===== config.mk =====
export PLATFORM = sky130hd
export DESIGN_NAME = movegen_sched
export DESIGN_NICKNAME = d
export VERILOG_FILES = /design/src/rtl/movegen_pkg.sv /design/src/rtl/movegen_arb.sv /design/src/rtl/movegen_sched.sv
export SDC_FILE = /design/constraint.sdc
export NUM_CORES = 1
export LEC_CHECK = 0
export BUFFER_PORTS_ARGS = -buffer_cell sky130_fd_sc_hd__buf_2
export CORE_MARGIN = 3
export CORE_UTILIZATION = 41
export DETAILED_ROUTE_END_ITERATION = 12
export HOLD_SLACK_MARGIN = 0.02
export PLACE_DENSITY = 0.7
export SLEW_MARGIN = 10
export SYNTH_ARGS = -nofsm -noshare
export SYNTH_HDL_FRONTEND = slang
export SYNTH_SLANG_ARGS = --single-unit

===== constraint.sdc =====
create_clock -name clk -period 10.71 [get_ports clk]
set_clock_uncertainty 0.15 [all_clocks]
set_input_delay 1.6065 -clock clk [delete_from_list [all_inputs] [get_ports clk]]
set_output_delay 1.6065 -clock clk [all_outputs]
set_load 0.02 [all_outputs]

===== src/rtl/movegen_pkg.sv =====
// movegen_pkg: shared constants, move word layout and sequencer state encoding
// for the move-generation scheduler.
package movegen_pkg;
  localparam int NUM_COLS  = 8;
  localparam int MOVE_W    = 16;
  localparam int SCORE_W   = 4;
  localparam int SQ_W      = 6;
  localparam int SCORE_LSB = 12;
  localparam int FROM_LSB  = 6;
  localparam int TO_LSB    = 0;
  localparam int PTR_W     = 3;

  typedef enum logic [2:0] {
    ST_IDLE,
    ST_LOAD,
    ST_GEN,
    ST_DRAIN,
    ST_FIN
  } movegen_state_t;

  function automatic logic [SCORE_W-1:0] move_score(input logic [MOVE_W-1:0] m);
    return m[SCORE_LSB +: SCORE_W];
  endfunction

  function automatic logic [MOVE_W-1:0] make_move(input logic [SCORE_W-1:0] score,
                                                  input logic [SQ_W-1:0] from_sq,
                                                  input logic [SQ_W-1:0] to_sq);
    logic [MOVE_W-1:0] m;
    m = '0;
    m[SCORE_LSB +: SCORE_W] = score;
    m[FROM_LSB +: SQ_W]     = from_sq;
    m[TO_LSB +: SQ_W]       = to_sq;
    return m;
  endfunction
endpackage


===== src/rtl/movegen_arb.sv =====
// movegen_arb: combinational column grant. With MOVEGEN_SCORE_ARB_EN the highest
// score wins and ties fall to round-robin from rr_ptr; otherwise pure round-robin.
module movegen_arb
  import movegen_pkg::*;
(
  input  logic [NUM_COLS-1:0]         col_valid,
  input  logic [NUM_COLS*SCORE_W-1:0] col_score,
  input  logic [PTR_W-1:0]            rr_ptr,
  output logic [NUM_COLS-1:0]         grant,
  output logic                        any_valid
);
  logic [NUM_COLS-1:0] cand;
  logic [PTR_W-1:0]    idx;
  logic                found;

`ifdef MOVEGEN_SCORE_ARB_EN
  logic [SCORE_W-1:0] best;

  always_comb begin
    best = '0;
    for (int k = 0; k < NUM_COLS; k++)
      if (col_valid[k] && (col_score[k*SCORE_W +: SCORE_W] > best))
        best = col_score[k*SCORE_W +: SCORE_W];
    cand = '0;
    for (int k = 0; k < NUM_COLS; k++)
      cand[k] = col_valid[k] && (col_score[k*SCORE_W +: SCORE_W] == best);
  end
`else
  logic unused_score;
  assign unused_score = ^col_score;
  assign cand = col_valid;
`endif

  // first candidate at or after rr_ptr, wrapping 7 -> 0
  always_comb begin
    grant = '0;
    found = 1'b0;
    idx   = '0;
    for (int i = 0; i < NUM_COLS; i++) begin
      idx = rr_ptr + PTR_W'(i);
      if (cand[idx] && !found) begin
        grant[idx] = 1'b1;
        found      = 1'b1;
      end
    end
  end

  assign any_valid = |col_valid;
endmodule


===== src/rtl/movegen_sched.sv =====
// movegen_sched: sequences a generation pass over the column units and drains their
// move FIFOs onto one valid/ready stream. Build option: MOVEGEN_SCORE_ARB_EN.
//
// state    | meaning
// IDLE     | waiting for start
// LOAD     | one-cycle col_load strobe, pass counters cleared
// GEN      | columns generating; wait for all done or timeout
// DRAIN    | arbitrate column FIFOs into the output register
// FIN      | one-cycle done pulse
module movegen_sched
  import movegen_pkg::*;
#(
  parameter int GEN_TIMEOUT = 1023
) (
  input  logic                       clk,
  input  logic                       reset,
  input  logic                       start,
  input  logic                       abort,
  input  logic [NUM_COLS-1:0]        col_done,
  input  logic [NUM_COLS-1:0]        col_valid,
  input  logic [NUM_COLS*MOVE_W-1:0] col_move,
  output logic                       col_load,
  output logic [NUM_COLS-1:0]        col_pop,
  output logic                       move_valid,
  output logic [MOVE_W-1:0]          move_data,
  input  logic                       move_ready,
  output logic                       busy,
  output logic                       done,
  output logic [7:0]                 move_count,
  output logic                       timeout_err
);
  localparam int TMO_W = $clog2(GEN_TIMEOUT + 1);

  movegen_state_t              state, state_nxt;
  logic [TMO_W-1:0]            gen_cnt;
  logic [PTR_W-1:0]            rr_ptr, grant_idx;
  logic [NUM_COLS-1:0]         grant;
  logic [NUM_COLS*SCORE_W-1:0] col_score;
  logic [MOVE_W-1:0]           grant_move;
  logic any_valid, all_done, gen_tmo, load_ok, grant_en;

  assign all_done = &col_done;
  assign gen_tmo  = (gen_cnt == TMO_W'(GEN_TIMEOUT - 1));
  assign load_ok  = !move_valid || move_ready;

  always_comb begin
    col_score = '0;
    for (int k = 0; k < NUM_COLS; k++)
      col_score[k*SCORE_W +: SCORE_W] = move_score(col_move[k*MOVE_W +: MOVE_W]);
  end

  movegen_arb u_arb (
    .col_valid (col_valid),
    .col_score (col_score),
    .rr_ptr    (rr_ptr),
    .grant     (grant),
    .any_valid (any_valid)
  );

  always_comb begin
    grant_move = '0;
    grant_idx  = '0;
    for (int k = 0; k < NUM_COLS; k++)
      if (grant[k]) begin
        grant_move = col_move[k*MOVE_W +: MOVE_W];
        grant_idx  = PTR_W'(k);
      end
  end

  always_ff @(posedge clk or posedge reset) begin
    if (reset) state <= ST_IDLE;
    else       state <= state_nxt;
  end

  always_comb begin
    state_nxt = state;
    if (abort) state_nxt = ST_IDLE;
    else begin
      case (state)
        ST_IDLE:  if (start) state_nxt = ST_LOAD;
        ST_LOAD:  state_nxt = ST_GEN;
        ST_GEN:   if (all_done || gen_tmo) state_nxt = ST_DRAIN;
        ST_DRAIN: if (!any_valid && (all_done || timeout_err) && load_ok) state_nxt = ST_FIN;
        ST_FIN:   state_nxt = ST_IDLE;
        default:  state_nxt = ST_IDLE;
      endcase
    end
  end

  // popping on an abort cycle would lose the move, so the grant is suppressed
  always_comb begin
    col_load = (state == ST_LOAD);
    busy     = (state != ST_IDLE);
    done     = (state == ST_FIN);
    grant_en = (state == ST_DRAIN) && load_ok && any_valid && !abort;
    col_pop  = grant_en ? grant : '0;
  end

  always_ff @(posedge clk or posedge reset) begin
    if (reset) begin
      move_valid  <= 1'b0;
      move_data   <= '0;
      move_count  <= '0;
      timeout_err <= 1'b0;
      gen_cnt     <= '0;
      rr_ptr      <= '0;
    end else begin
      if (state == ST_LOAD) begin
        move_count  <= '0;
        timeout_err <= 1'b0;
        gen_cnt     <= '0;
      end
      if (state == ST_GEN) begin
        gen_cnt <= gen_cnt + TMO_W'(1);
        if (!abort && !all_done && gen_tmo) timeout_err <= 1'b1;
      end
      if (abort) move_valid <= 1'b0;
      else if ((state == ST_DRAIN) && load_ok) move_valid <= any_valid;
      if (grant_en) begin
        move_data <= grant_move;
        rr_ptr    <= grant_idx + PTR_W'(1);
        if (move_count != 8'hFF) move_count <= move_count + 8'd1;
      end
    end
  end
endmodule

==> results of run 1 <==
power by group:
part,internal (mW),switching (mW)
combinational,0.555,0.895
clock,0.110,0.0615
sequential,0.202,0.0549
logic make-up after synthesis:
| logic type | after synthesis | synth area share [%] |
|---|---|---|
| xor+xnor | 8 | 1.66 |
| fa+ha+maj | 10 | 2.67 |
| simple gates | 196 | 21.0 |
| flops | 42 | 22.4 |
| compound gates | 182 | 29.2 |
| mux | 55 | 15.7 |
| buf+inv | 77 | 7.38 |
registers in the layout, indices dropped and copies added (netlist names):
signal       cells
move_data       16
gen_cnt         10
move_count       8
rr_ptr           3
state            3
move_valid       1
timeout_err      1
stage by stage:
step,instance area (um2),total power [mW]
CTS,5810,1.86
global placement,5640,1.67
floorplan,4680,1.35
global route,5810,2.01
detailed placement,5640,1.68
finish,5810,1.88
cell usage after synthesis (3+ instances only):
| cell | instances | area share (%) |
|---|---|---|
| sky130_fd_sc_hd__a31oi_1 | 10 | 1.3 |
| sky130_fd_sc_hd__xnor2_1 | 4 | 0.75 |
| sky130_fd_sc_hd__nand2_1 | 65 | 5.2 |
| sky130_fd_sc_hd__a211o_1 | 16 | 3.0 |
| sky130_fd_sc_hd__dfrtp_1 | 42 | 22 |
| sky130_fd_sc_hd__and2_1 | 3 | 0.40 |
| sky130_fd_sc_hd__inv_1 | 27 | 2.2 |
| sky130_fd_sc_hd__a22o_1 | 4 | 0.75 |
| sky130_fd_sc_hd__mux4_2 | 12 | 5.8 |
| sky130_fd_sc_hd__mux2_2 | 11 | 2.6 |
| sky130_fd_sc_hd__nand2b_1 | 5 | 0.67 |
| sky130_fd_sc_hd__buf_2 | 17 | 1.8 |
| sky130_fd_sc_hd__o31ai_1 | 4 | 0.64 |
| sky130_fd_sc_hd__and3_1 | 3 | 0.40 |
| sky130_fd_sc_hd__nand4_1 | 14 | 1.9 |
| sky130_fd_sc_hd__o221ai_1 | 13 | 2.4 |
| sky130_fd_sc_hd__nor3_1 | 9 | 0.96 |
| sky130_fd_sc_hd__clkbuf_1 | 21 | 1.7 |
| sky130_fd_sc_hd__or3_1 | 3 | 0.40 |
| sky130_fd_sc_hd__xor2_1 | 3 | 0.56 |
| sky130_fd_sc_hd__o221ai_2 | 6 | 1.9 |
| sky130_fd_sc_hd__buf_4 | 5 | 0.80 |
| sky130_fd_sc_hd__nor2_1 | 34 | 2.7 |
| sky130_fd_sc_hd__nor2b_1 | 6 | 0.80 |
| sky130_fd_sc_hd__nand3_1 | 34 | 3.6 |
| sky130_fd_sc_hd__o22ai_1 | 36 | 4.8 |
| sky130_fd_sc_hd__nor4_1 | 3 | 0.40 |
| sky130_fd_sc_hd__a211oi_2 | 9 | 2.4 |
| sky130_fd_sc_hd__o21ai_0 | 43 | 4.6 |
| sky130_fd_sc_hd__ha_1 | 10 | 2.7 |
| sky130_fd_sc_hd__mux2i_1 | 29 | 6.2 |
| sky130_fd_sc_hd__buf_1 | 3 | 0.24 |
| sky130_fd_sc_hd__a211oi_1 | 9 | 1.4 |
| sky130_fd_sc_hd__a21oi_1 | 8 | 0.86 |
worst register-to-register path, cell delays in order, from the launching register on:
cell	delay (ns)
sky130_fd_sc_hd__dfrtp_1	0.32
sky130_fd_sc_hd__buf_4	0.38
sky130_fd_sc_hd__inv_2	0.25
sky130_fd_sc_hd__ha_1	1.01
sky130_fd_sc_hd__mux2i_1	0.24
sky130_fd_sc_hd__mux4_2	0.57
sky130_fd_sc_hd__a32oi_4	0.43
sky130_fd_sc_hd__or4_1	0.36
sky130_fd_sc_hd__o311a_1	0.21
sky130_fd_sc_hd__buf_4	0.27
sky130_fd_sc_hd__nor4b_4	0.92
sky130_fd_sc_hd__nand3_2	0.60
sky130_fd_sc_hd__a211oi_1	0.44
sky130_fd_sc_hd__o221ai_1	0.16
cells in the final DEF, fill, tap and decap left out, types with 3 or more instances in the layout:
cell                        count
sky130_fd_sc_hd__ha_1          10
sky130_fd_sc_hd__buf_4         10
sky130_fd_sc_hd__buf_2        185
sky130_fd_sc_hd__a211o_1       16
sky130_fd_sc_hd__nor2b_1        6
sky130_fd_sc_hd__and2_1         3
sky130_fd_sc_hd__mux2i_1       29
sky130_fd_sc_hd__o31ai_1        4
sky130_fd_sc_hd__clkbuf_16      5
sky130_fd_sc_hd__inv_1         26
sky130_fd_sc_hd__mux2_2        11
sky130_fd_sc_hd__a31oi_1       10
sky130_fd_sc_hd__and3_1         3
sky130_fd_sc_hd__o221ai_1      13
sky130_fd_sc_hd__nand2_1       65
sky130_fd_sc_hd__mux4_2        12
sky130_fd_sc_hd__dfrtp_1       42
sky130_fd_sc_hd__o21ai_0       43
sky130_fd_sc_hd__nor2_1        34
sky130_fd_sc_hd__a21oi_1        8
sky130_fd_sc_hd__xnor2_1        4
sky130_fd_sc_hd__a22o_1         4
sky130_fd_sc_hd__nand3_1       33
sky130_fd_sc_hd__a211oi_2       9
sky130_fd_sc_hd__o221ai_2       6
sky130_fd_sc_hd__nand2b_1       5
sky130_fd_sc_hd__a211oi_1       8
sky130_fd_sc_hd__nand4_1       14
sky130_fd_sc_hd__o22ai_1       36
sky130_fd_sc_hd__nor3_1         9
sky130_fd_sc_hd__nor4_1         3
sky130_fd_sc_hd__or3_1          3
sky130_fd_sc_hd__xor2_1         3
worst paths after layout:
path / start / end / slack (ns)
hold / removal: move_data[6]$_DFFE_PP0P_ / move_data[6]$_DFFE_PP0P_ / 0.34
hold reg to reg: move_data[6]$_DFFE_PP0P_ / move_data[6]$_DFFE_PP0P_ / 0.34
min in group asynchronous: reset / gen_cnt[2]$_DFFE_PP0P_ / 1.30
max in group asynchronous: reset / move_count[7]$_DFF_PP0_ / 8.75
setup / recovery: rr_ptr[0]$_DFFE_PP0P_ / col_pop[1] / 3.93
setup reg to reg: rr_ptr[0]$_DFFE_PP0P_ / move_data[10]$_DFFE_PP0P_ / 4.25
cell type report:
type                            count  area (um2)  area share [%]
Multi-Input combinational cell    451        3310            57.0
Sequential cell                    42        1050            18.1
Timing Repair Buffer              195        1000            17.2
Tap cell                          140         175            3.02
Clock buffer                        6         129            2.22
Inverter                           28         105            1.81
Clock inverter                      2        37.5           0.646
routing by layer:
| layer | share of wire, % | track usage (%) |
|---|---|---|
| met3 | 7.7 | 4.81 |
| met4 | 3.5 | 9.29 |
| met5 | 0 | 0 |
| met2 | 49 | 40.5 |
| met1 | 40 | 31.3 |
==> metrics.log, run 1 <==
INFO  metric run_status = finished, final reports clean
INFO  metric cts.htree.levels = 2
INFO  metric final_hold_viol_count = 0
INFO  metric clkSlewWorstSetupHoldPaths = 0.06 ns
INFO  metric route.detailed.drc = 0
INFO  metric cts_buffer_depth = 2
INFO  metric timing.critical_path.arrival = 5.02 ns
INFO  metric dpl_worst_slack = between 4 and 5 ns
INFO  metric portBuffers = 185
INFO  metric synth_async_sr_flop_share = 100%
INFO  metric area_growth_syn_to_layout = 24.1%
INFO  metric gr-usage-all-layers = approximately a quarter
INFO  metric finalHoldWorstSlack = 0.337 ns
INFO  metric drive_above_1_share = approximately 35%
INFO  metric dpl.hpwl = 12500 um
INFO  metric vias_in_the_first_global_route = about 5200
INFO  metric place_congestion = 1.06
INFO  metric clk_latency = around 0.28 ns
INFO  metric postLayoutSetupSlackWorst = 3.93 ns
INFO  metric grt_first_pass_wirelength = about 26000 um
INFO  metric initial_antenna_violation_count = 0
INFO  metric cp-end-kind = output port
INFO  metric layoutNonFillerInstCount = 864
INFO  metric rsz_0062_raised_after_global_routing = no
INFO  metric fin_util = a little over half
INFO  metric ctsResizeCount = 0
INFO  metric fin_setup_tns = 0 ns
INFO  metric std_cell_rows = 38
INFO  metric worstSetupPathDepth = 11
INFO  metric die_h = approximately 110 um
INFO  metric worst_pin_slew = between 1 and 1.5 ns
INFO  metric tritoncts = built
INFO  metric cap_viol_max_count = 0
INFO  metric synthesis.yosys.warnings = 0
INFO  metric path_class = reg -> out
INFO  metric timing.fmax = around 0.15 GHz
INFO  metric cp-start-kind = register
INFO  metric mappedNetlistArea = roughly 0.0047 mm2
INFO  metric ir_drop = 0.000144 V
INFO  metric detail_route.vias_per_cell = between 6 and 7
INFO  metric cell_chosen_for_the_clock_root = sky130_fd_sc_hd__clkbuf_16
INFO  metric drv_slew = 0
INFO  metric ys_ff_latch = 42
INFO  metric crit_chain = buf_4, inv_2, ha_1, mux2_2, mux4_2, or4_1, nor2_1, a311o_1, buf_4, nor2b_1, buf_2
INFO  metric route.antenna.remaining_nets = 0
INFO  metric pin_count_of_the_biggest_net_entering_global_routing = 55
INFO  metric setup_viol_count_final = 0
INFO  metric period_needed = between 6 and 7 ns
INFO  metric relSlewSlack = around 29%
INFO  metric ys.flop_type = sky130_fd_sc_hd__dfrtp_1
INFO  metric synthesis.nets = between 700 and 800
INFO  metric crit_top_cell = sky130_fd_sc_hd__buf_4
INFO  metric routed_wl = between 15000 and 20000 um
INFO  metric post_cts_buffers = 0
INFO  metric number_of_enable_type_register_cells_in_the_synthesized_netlist = 0
INFO  metric numCtsBuffers = 5
INFO  metric clkSinkCount = 42
INFO  metric routedWlPerCell = approximately 19 um
INFO  metric cellPowerDensity = ~320 mW/mm2
INFO  metric syn-mean-instance-area = around 8.2 um2
INFO  metric critical_path_peak_fanout = 38
INFO  metric die_area = between 0.01 and 0.015 mm2
INFO  metric design.portCount = approximately 190
INFO  metric holdBufCountCts = 0
INFO  metric cp.required = between 8 and 9 ns
INFO  metric die_x = 113 um
INFO  metric synth_sequential_area_ratio = 22.4%
INFO  metric static-leakage-power = ~2.7 nW
INFO  metric firstDrtPassIters = 5
INFO  metric final_net_count = 882
INFO  metric number_of_cells_traversed_by_the_worst_hold_path = 2
INFO  metric num_vias = between 5000 and 6000
INFO  metric hold_class = reg -> reg
INFO  metric insertedDiodeCount = 0
INFO  metric timing.final.crit_share = between 60 and 70%
INFO  metric core_region_area = approximately 0.011 mm2
INFO  metric initial_utilization = a little over two fifths
INFO  metric cp_slowest_stage_delay = just over 1 ns
INFO  metric critPathSlowestCell = sky130_fd_sc_hd__ha_1
INFO  metric drtIter0Drc = approximately 420
INFO  metric post_synth_inst_count = between 500 and 600
INFO  metric netlist-cell-type-count = between 70 and 80
INFO  metric crit_path_buffers_inverters = 4
INFO  metric worst_path_dominant_cell_family = simple AND/OR/NAND/NOR gates
INFO  metric gr-total-overflow = 0
INFO  metric reg2regPathDepth = 13
INFO  metric num-fill-cells = approximately 1000
INFO  metric placed_cells_incl_taps = ~860
Power figures use the tool's default switching activity.
==> run 2, diff against run 1 <==
Settings changed: PLACE_DENSITY 0.7 to 0.73.
Clock period 10.71 ns to 5.92 ns, I/O delays scaled along.
==> run 2 against run 1 <==
Die area stayed put; sequential power up 70%; critical path type is now reg -> reg; register-to-register slack got worse by 3.7 ns; final area rose by 0.11%; sequential cell count stayed put; wire length grew 6.4%; final cell count increased by 0.23%; largest power group unchanged; utilization rose by 0.057 points; total power is 82% higher; global-route usage is 1.9 points higher; first-iteration DRC count is 5.0% lower.
==> metrics.log, run 2 (synthesized netlist as in run 1, its figures left out) <==
INFO  metric run_status = finished, final reports clean
INFO  metric final_cell_mix = sky130_fd_sc_hd__buf_2, sky130_fd_sc_hd__nand2_1, sky130_fd_sc_hd__o21ai_0
INFO  metric firstDrtPassIters = 5 (unchanged)
INFO  metric cp-end-kind = register
INFO  metric place_congestion = 0.919 (-13%)
INFO  metric number_of_cells_traversed_by_the_worst_hold_path = 2 (unchanged)
INFO  metric endpoint = move_data[7]$_DFFE_PP0P_
INFO  metric gr-total-overflow = 0 (unchanged)
INFO  metric rsz_0062_raised_after_global_routing = no
INFO  metric final_common_cell = sky130_fd_sc_hd__buf_2
INFO  metric switchingPower = 1.88 mW (+86%)
INFO  metric power.switching_fraction = 55.0% (+1.2 points)
INFO  metric fin_setup_tns = 0 ns (unchanged)
INFO  metric cell_chosen_for_the_clock_root = sky130_fd_sc_hd__clkbuf_16
INFO  metric cp.required = 5.92 ns (-3.03 ns)
INFO  metric largest_reg_flops = 16 (unchanged)
INFO  metric clock_power_share = 8.5% (-0.6 points)
INFO  metric drive_above_1_share = 35.8% (+0.32 points)
INFO  metric design.portCount = 186 (unchanged)
INFO  metric die_area = 0.0127 mm2 (unchanged)
INFO  metric ff2ff_setup_slack = 0.50 ns (-3.75 ns)
INFO  metric initial_utilization = 42.6% (unchanged)
INFO  metric reg2regPathDepth = 11 (-2)
INFO  metric post_cts_buffers = 0 (unchanged)
INFO  metric static-leakage-power = 2.67 nW (+0.52%)
INFO  metric drtIter0Drc = 401 (-5.0%)
INFO  metric area_growth_syn_to_layout = 24.2%
INFO  metric route.detailed.drc = 0 (unchanged)
INFO  metric cts_buffer_depth = 2 (unchanged)
INFO  metric cap_viol_max_count = 0 (unchanged)
INFO  metric ir_drop = 0.000292 V (+100%)
INFO  metric clkSinkCount = 42 (unchanged)
INFO  metric fin_area = 0.00582 mm2 (+0.11%)
INFO  metric worst_pin_slew = 1.20 ns (+0.136 ns)
INFO  metric dpl.hpwl = 13500 um (+8.0%)
INFO  metric std_cell_rows = 38 (unchanged)
INFO  metric num_vias = 5488 (+2.8%)
INFO  metric cp-startpoint = rr_ptr[0]$_DFFE_PP0P_
INFO  metric timing.final.crit_share = between 90 and 100%
INFO  metric die_h = 113 um (unchanged)
INFO  metric pwr-share-seq = 12.8% (-0.9 points)
INFO  metric insertedDiodeCount = 0 (unchanged)
INFO  metric detail_route.vias_per_cell = 6.34 (+2.6%)
INFO  metric clk_latency = 0.29 ns (about the same)
INFO  metric period_needed = ~5.4 ns
INFO  metric cp-start-kind = register
INFO  metric ctsResizeCount = 0 (unchanged)
INFO  metric final_net_count = 884 (+0.23%)
INFO  metric clkSlewWorstSetupHoldPaths = 0.07 ns (about the same)
INFO  metric pin_count_of_the_biggest_net_entering_global_routing = 43 (-22%)
INFO  metric holdBufCountCts = 0 (unchanged)
INFO  metric grt_first_pass_wirelength = 27100 um (+6.0%)
INFO  metric critical_path_peak_fanout = 18 (-53%)
INFO  metric reg_top3 = move_data: 16 flops, gen_cnt: 10 flops, move_count: 8 flops
INFO  metric post_dp_cell_area = 0.00566 mm2 (+0.27%)
INFO  metric final_hold_viol_count = 0 (unchanged)
INFO  metric num-fill-cells = 1045 (+2.5%)
INFO  metric numCtsBuffers = 5 (unchanged)
INFO  metric vias_in_the_first_global_route = 5232 (+0.19%)
INFO  metric max_flop_register = move_data
INFO  metric routedWlPerCell = 20.1 um (+6.2%)
INFO  metric dpl_worst_slack = 0.602 ns (-3.70 ns)
INFO  metric cellPowerDensity = 588 mW/mm2 (+82%)
INFO  metric timing.critical_path.arrival = 5.42 ns (+0.40 ns)
INFO  metric cts.htree.levels = 2 (unchanged)
INFO  metric gr-usage-all-layers = 26.2% (+1.9 points)
INFO  metric drv_slew = 0 (unchanged)
INFO  metric path_class = reg -> reg
INFO  metric relSlewSlack = 19.6% (-9.0 points)
INFO  metric initial_antenna_violation_count = 1 (+1)
INFO  metric core_region_area = 0.0110 mm2 (unchanged)
INFO  metric route.antenna.remaining_nets = 0 (unchanged)
INFO  metric postLayoutSetupSlackWorst = 0.504 ns (-3.43 ns)
INFO  metric combPwrFrac = 78.7% (+1.5 points)
INFO  metric portBuffers = 185 (unchanged)
INFO  metric routed_wl = 17400 um (+6.4%)
INFO  metric timing.fmax = 0.185 GHz
INFO  metric setup_viol_count_final = 0 (unchanged)
INFO  metric tritoncts = built
INFO  metric hold_class = reg -> reg
INFO  metric r2r_start = rr_ptr[0]$_DFFE_PP0P_
INFO  metric die_x = 113 um (unchanged)
INFO  metric reg2reg_to = move_data[7]$_DFFE_PP0P_
INFO  metric internal_power = 1.54 mW (+77%)
run 2: worst min path at each step:
| stage | from | endpoint | slack (ns) |
|---|---|---|---|
| after floorplan | gen_cnt[9]$_DFFE_PP0P_ | gen_cnt[9]$_DFFE_PP0P_ | 0.30 |
| after CTS | gen_cnt[6]$_DFFE_PP0P_ | gen_cnt[6]$_DFFE_PP0P_ | 0.34 |
| after detailed placement | move_data[13]$_DFFE_PP0P_ | move_data[13]$_DFFE_PP0P_ | 0.32 |
| final | move_data[12]$_DFFE_PP0P_ | move_data[12]$_DFFE_PP0P_ | 0.34 |
| after global placement | gen_cnt[9]$_DFFE_PP0P_ | gen_cnt[9]$_DFFE_PP0P_ | 0.32 |
| after global routing | move_data[13]$_DFFE_PP0P_ | move_data[13]$_DFFE_PP0P_ | 0.36 |
run 2: critical path, stage by stage, from the launching register on:
cell	delay (ns)
sky130_fd_sc_hd__dfrtp_1	0.39
sky130_fd_sc_hd__inv_2	0.26
sky130_fd_sc_hd__ha_1	0.44
sky130_fd_sc_hd__mux2i_1	0.20
sky130_fd_sc_hd__mux4_2	0.53
sky130_fd_sc_hd__a32oi_4	0.42
sky130_fd_sc_hd__or4_1	0.36
sky130_fd_sc_hd__o311a_1	0.38
sky130_fd_sc_hd__nor4b_4	0.92
sky130_fd_sc_hd__nand3_2	0.65
sky130_fd_sc_hd__a211oi_1	0.43
sky130_fd_sc_hd__o221ai_1	0.14
run 2: area by class of cell:
class | count | area [um2] | share of cell area, %
clock buffers | 5 | 125 | 2.15
multi-input cells | 451 | 3320 | 57.0
repair buffers | 197 | 1020 | 17.5
clock inverters | 3 | 26.3 | 0.452
inverters | 28 | 105 | 1.81
well taps | 140 | 175 | 3.01
flip-flops and latches | 42 | 1050 | 18.1
run 2: per-layer routing:
| metal | global-route usage [%] | wire (um) |
|---|---|---|
| met1 | 35.4 | 6980 |
| met3 | 4.49 | 1390 |
| met4 | 10.6 | 646 |
| met5 | 0 | 0 |
| met2 | 41.7 | 8380 |
run 2: power by group through the flow:
stage	combinational, mW	sequential (mW)	clock [mW]
after floorplan	1.96	0.487	0
after global placement	2.62	0.439	0
after detailed placement	2.64	0.439	0
after CTS	2.65	0.437	0.298
after global routing	2.90	0.449	0.308
final	2.69	0.438	0.291
run 2: through the flow:
step | power, mW | cells | hold slack, ns | util (%)
final | 3.42 | 866 | 0.341 | 53.0
after detailed placement | 3.08 | 858 | 0.324 | 51.5
after CTS | 3.38 | 866 | 0.345 | 52.9
after floorplan | 2.45 | 570 | 0.300 | -
after global routing | 3.66 | 866 | 0.361 | 53.0
after global placement | 3.06 | 858 | 0.322 | 51.5
